$ cat src/rtl/tl_left_sched_pkg.sv
// Shared state codes, lamp codes and default timing for the left-turn
// traffic-light sequencer.
package tl_left_sched_pkg;

    typedef enum logic [2:0] {
        S0 = 3'b000, S1 = 3'b001, S2 = 3'b010, S3 = 3'b011,
        S4 = 3'b100, S5 = 3'b101, S6 = 3'b110, S7 = 3'b111
    } state_t;

    typedef enum logic [1:0] {
        GREEN  = 2'b00,
        YELLOW = 2'b01,
        LEFT   = 2'b10,
        RED    = 2'b11
    } lamp_t;

    localparam int GREEN_MIN_D = 4;
    localparam int GREEN_MAX_D = 10;
    localparam int YELLOW_T_D  = 2;
    localparam int LEFT_T_D    = 3;
    localparam int CNT_W_D     = 4;

endpackage

$ cat src/rtl/tl_left_sched_if.sv
// Sensor/request inputs and lamp/phase outputs of the sequencer.
interface tl_left_sched_if;
    logic       Ta;
    logic       Tb;
    logic       La_req;
    logic       Lb_req;
    logic [1:0] La;
    logic [1:0] Lb;
    logic [2:0] q;

    modport master (output Ta, Tb, La_req, Lb_req, input La, Lb, q);
    modport slave  (input Ta, Tb, La_req, Lb_req, output La, Lb, q);
endinterface

$ cat src/rtl/tl_lamp_dec.sv
// Combinational phase-state to lamp-code decoder; the idle street is always red.
module tl_lamp_dec (
    input  logic [2:0] q,
    output logic [1:0] La,
    output logic [1:0] Lb
);
    assign La[1] = q[2]  | (q[1] & ~q[0]);
    assign La[0] = q[2]  | q[0];
    assign Lb[1] = ~q[2] | (q[1] & ~q[0]);
    assign Lb[0] = ~q[2] | q[0];
endmodule

$ cat src/rtl/tl_left_sched.sv
// Timed two-street phase sequencer with latched protected left-turn requests.
module tl_left_sched
    import tl_left_sched_pkg::*;
#(
    parameter int GREEN_MIN = GREEN_MIN_D,
    parameter int GREEN_MAX = GREEN_MAX_D,
    parameter int YELLOW_T  = YELLOW_T_D,
    parameter int LEFT_T    = LEFT_T_D,
    parameter int CNT_W     = CNT_W_D
) (
    input  logic           clk,
    input  logic           reset_n,
    tl_left_sched_if.slave bus
);
    localparam logic [CNT_W-1:0] GMIN_LAST = CNT_W'(GREEN_MIN - 1);
    localparam logic [CNT_W-1:0] GMAX_LAST = CNT_W'(GREEN_MAX - 1);
    localparam logic [CNT_W-1:0] YEL_LAST  = CNT_W'(YELLOW_T - 1);
    localparam logic [CNT_W-1:0] LEFT_LAST = CNT_W'(LEFT_T - 1);

    state_t           state, state_nx;
    logic [CNT_W-1:0] cnt, cnt_nx;
    logic             la_pend, lb_pend, la_pend_nx, lb_pend_nx;
    logic             la_serve, lb_serve;

    always_ff @(posedge clk) begin
        if (!reset_n) begin
            state   <= S0;
            cnt     <= '0;
            la_pend <= 1'b0;
            lb_pend <= 1'b0;
        end else begin
            state   <= state_nx;
            cnt     <= cnt_nx;
            la_pend <= la_pend_nx;
            lb_pend <= lb_pend_nx;
        end
    end

    always_comb begin
        state_nx = state;
        case (state)
            S0: if ((cnt >= GMIN_LAST && !bus.Ta) || cnt == GMAX_LAST) state_nx = S1;
            S1: if (cnt == YEL_LAST) state_nx = (la_pend | bus.La_req) ? S2 : S4;
            S2: if (cnt == LEFT_LAST) state_nx = S3;
            S3: if (cnt == YEL_LAST) state_nx = S4;
            S4: if ((cnt >= GMIN_LAST && !bus.Tb) || cnt == GMAX_LAST) state_nx = S5;
            S5: if (cnt == YEL_LAST) state_nx = (lb_pend | bus.Lb_req) ? S6 : S0;
            S6: if (cnt == LEFT_LAST) state_nx = S7;
            S7: if (cnt == YEL_LAST) state_nx = S0;
            default: state_nx = S0;
        endcase

        cnt_nx = (state_nx != state) ? '0 : cnt + 1'b1;

        // Entering the left phase serves the request; that beats a new set.
        la_serve   = (state == S1) && (state_nx == S2);
        lb_serve   = (state == S5) && (state_nx == S6);
        la_pend_nx = (la_pend | bus.La_req) & ~la_serve;
        lb_pend_nx = (lb_pend | bus.Lb_req) & ~lb_serve;
    end

    assign bus.q = state;

    tl_lamp_dec u_dec (
        .q  (state),
        .La (bus.La),
        .Lb (bus.Lb)
    );
endmodule

$ cat src/flat_wrapper.sv
// flat-port wrapper written by rule: the top's interface ports become plain ports
module tl_left_sched_flat import tl_left_sched_pkg::*;
#(
    parameter int GREEN_MIN = GREEN_MIN_D,
    parameter int GREEN_MAX = GREEN_MAX_D,
    parameter int YELLOW_T  = YELLOW_T_D,
    parameter int LEFT_T    = LEFT_T_D,
    parameter int CNT_W     = CNT_W_D
)
  (clk, reset_n, bus_Ta, bus_Tb, bus_La_req, bus_Lb_req, bus_La, bus_Lb, bus_q);
  tl_left_sched_if bus_i ();
  input  logic clk;
  input  logic reset_n;
  input wire logic [$bits(bus_i.Ta)-1:0] bus_Ta;
  input wire logic [$bits(bus_i.Tb)-1:0] bus_Tb;
  input wire logic [$bits(bus_i.La_req)-1:0] bus_La_req;
  input wire logic [$bits(bus_i.Lb_req)-1:0] bus_Lb_req;
  output wire logic [$bits(bus_i.La)-1:0] bus_La;
  output wire logic [$bits(bus_i.Lb)-1:0] bus_Lb;
  output wire logic [$bits(bus_i.q)-1:0] bus_q;
  assign bus_i.Ta = bus_Ta;
  assign bus_i.Tb = bus_Tb;
  assign bus_i.La_req = bus_La_req;
  assign bus_i.Lb_req = bus_Lb_req;
  assign bus_La = bus_i.La;
  assign bus_Lb = bus_i.Lb;
  assign bus_q = bus_i.q;
  tl_left_sched #(.GREEN_MIN(GREEN_MIN), .GREEN_MAX(GREEN_MAX), .YELLOW_T(YELLOW_T), .LEFT_T(LEFT_T), .CNT_W(CNT_W)) u_core (.clk(clk), .reset_n(reset_n), .bus(bus_i));
endmodule
$ cat config.mk
export PLATFORM = sky130hd
export DESIGN_NAME = tl_left_sched_flat
export DESIGN_NICKNAME = d
export VERILOG_FILES = /design/src/rtl/tl_left_sched_pkg.sv /design/src/rtl/tl_left_sched_if.sv /design/src/rtl/tl_lamp_dec.sv /design/src/rtl/tl_left_sched.sv /design/src/flat_wrapper.sv
export SDC_FILE = /design/constraint.sdc
export NUM_CORES = 1
export LEC_CHECK = 0
export BUFFER_PORTS_ARGS = -buffer_cell sky130_fd_sc_hd__buf_4
export CAP_MARGIN = 30
export CORE_ASPECT_RATIO = 0.8
export CORE_MARGIN = 10
export CORE_UTILIZATION = 25
export DETAILED_ROUTE_END_ITERATION = 10
export SYNTH_ARGS = -nofsm -noshare
export SYNTH_HDL_FRONTEND = slang
export SYNTH_SLANG_ARGS = --single-unit
$ cat constraint.sdc
create_clock -name clk -period 1.4 [get_ports clk]
set_clock_uncertainty 0.2 [all_clocks]
set_input_delay 0.14 -clock clk [delete_from_list [all_inputs] [get_ports clk]]
set_output_delay 0.14 -clock clk [all_outputs]
set_load 0.05 [all_outputs]
==> flow_metrics.tcl <==
set metrics [dict create \
    arrival_ps 1490 \
    cp.required_ps 1350 \
    worst-r2r-cell-count 6 \
    fin_crit_ps 1537 \
    mappedNetlistArea_um2 528.0 \
    outcome "finished, violations left" \
    diodes 0 \
    syn_area_per_cell_um2 8.000 \
    ir_drop_mv 0.7556 \
    clk_path_buf_depth 2 \
    track_usage_pct 7.533 \
    finalNonFillerCells 115 \
    whs_path_depth 3 \
    place_inst 106 \
    max_clock_freq_mhz 650.5 \
    fin_crit_sh_pct 109.8 \
    cp_max_fo 5 \
    drtIter0Drc 8 \
    drc 0 \
    p_leak_nw 0.3712 \
    vias 550 \
    die_y_um 61.11 \
    core-area_um2 1944 \
    insertion_delay_ps 250 \
    h-tree-depth 1 \
    final_core_util_pct 46.98 \
    cts_tree "yes" \
    drt.antenna.violating_nets 0 \
    syn2layout_area_growth_pct 72.99 \
    synth_edf_count 0 \
    p_per_area_nw_per_um2 1269 \
    power.total_mw 1.159 \
    grt_pass1_wl_mm 2.587 \
    tns_ps -761.0 \
    use_met1_pct 9.050 \
    start_util_pct 27.16 \
    cp-end-kind "flop" \
    grt.busiest_layer "met2" \
    synth_seq_cells 9 \
    violations "negative setup slack" \
    synthFlopType "dfxtp_1" \
    start_kind "flop" \
    yosys_warnings 0 \
    pre_cts_ws_ps -121.2 \
    drt-total-wl_mm 1.551 \
    grt_overflow_total 0 \
    place_congestion 0.7825 \
    io_buffer_count 12 \
    dp_hpwl_mm 1.043 \
    cts_buffers 3 \
    wire_per_inst_um 13.49 \
    hold_path_class "primary input to flop" \
    die_w_um 71.38 \
    layout.nets 101 \
    use_met2_pct 11.43 \
    first_pass_iters 2 \
    path_class "flop to flop" \
    setup_ws_ps -137.2 \
    syn-num-nets 75 \
    rsz0062_at_grt "yes" \
    finalMaxSlewViolations 0 \
    ys_async_sr_fraction_pct 0 \
    maxSlewHeadroom_pct 82.53 \
    syn-instance-count 66 \
    met3_usage_pct 2.894 \
    antenna_found_initial 0 \
    drv_cap 0 \
    grt_pass1_vias 547 \
    clkSlewWorstSetupHoldPaths_ps 60 \
    hold_violations 0 \
    clkSinkCount 9 \
    drive_above_1_share_pct 56.04 \
    seq_area_frac_synth_pct 34.12 \
    die_area_um2 4362 \
    grt_max_degree 10 \
    setup_viol 9 \
    netlist-cell-type-count 29 \
    rows 14 \
    worst_pin_slew_ps 262.0 \
    root_buffer "clkbuf_4" \
    ioPinCount 13 \
    drt-vias-per-instance 4.783 \
    fill_cells 201 \
]
==> layout by cell type, fill, tap and decap left out, types with 2 or more instances in the layout <==
cell and instances:
buf_4 16, a21oi_2 2, inv_1 3, o21ai_0 3, ha_4 2, nand3_1 3
nand2_1 7, dfxtp_2 3, dfxtp_4 4, a21oi_1 4, buf_6 6, clkbuf_4 3
dfxtp_1 2, nor2_1 4, dlygate4sd3_1 2
==> worst paths after layout <==
| kind | slack (ps) | end | startpoint |
|---|---|---|---|
| max | -140 | u_core.bus.q[0]$_SDFF_PN0_ | u_core.cnt[1]$_SDFF_PP0_ |
| min | 20 | u_core.bus.q[1]$_SDFF_PN0_ | bus_La_req |
| max reg2reg | -140 | u_core.bus.q[0]$_SDFF_PN0_ | u_core.cnt[1]$_SDFF_PP0_ |
| min reg2reg | 350 | u_core.lb_pend$_SDFF_PN0_ | u_core.lb_pend$_SDFF_PN0_ |
==> power breakdown <==
part,leakage (nW),switching [mW],internal [mW],total (mW)
Sequential,0.0781,0.0909,0.318,0.409
Combinational,0.278,0.286,0.264,0.549
Clock,0.0150,0.0908,0.110,0.201
Total,0.371,0.467,0.692,1.16
==> cells in the mapped netlist (all sizes together), types with 3 or more instances <==
master | instances | area share, %
o21ai | 5 | 4.7
inv | 6 | 4.3
dfxtp | 9 | 34
nand3 | 3 | 2.8
nand2 | 8 | 5.7
ha | 3 | 7.1
buf | 4 | 4.0
nor2 | 5 | 3.6
a21oi | 6 | 5.7
==> metal layers <==
layer | vias up | wire length, um
li1 | 285 | -
met1 | 251 | 750
met2 | 12 | 684
met3 | 2 | 89
met4 | 0 | 26
met5 | - | 0
==> critical path: stages, from the launching register on <==
cell	delay (ps)
dfxtp_2	370
inv_2	50
ha_4	160
and2b_1	180
o21ai_2	130
a32oi_2	160
and2_1	190
==> cell families after synthesis <==
| group | synth area share [%] |
|---|---|
| compound gates | 24.88 |
| buf+inv | 8.293 |
| flops | 34.12 |
| simple gates | 22.28 |
| xor+xnor | 3.318 |
| fa+ha+maj | 7.110 |
==> timing repair <==
item,CTS,global route
pin swaps,7,4
endpoints found under the setup margin,13,13
resized for setup,23,7
endpoints found under the hold margin,8,0
hold buffers,2,0
buffers inserted,1,2
==> metrics by stage <==
step	instance area (um^2)	hold WS [ps]
detailed placement	732.0	232.2
global route	913.4	38.97
floorplan	585.6	129.7
finish	913.4	24.66
global placement	732.0	224.8
CTS	867.1	13.93
==> flip-flops by register name (all words and copies together), names as in the netlist <==
register	flops
u_core.lb_pend	1
u_core.la_pend	1
u_core.bus.q	3
u_core.cnt	4
==> layout make-up <==
class / count / area (um^2) / area share, %
Inverter: 6 / 30.03 / 3.288
Multi-Input combinational cell: 47 / 405.4 / 44.38
Tap cell: 24 / 30.03 / 3.288
Sequential cell: 9 / 198.9 / 21.78
Timing Repair Buffer: 25 / 222.7 / 24.38
Clock buffer: 4 / 26.28 / 2.877
(Power assumes the default switching activity.)
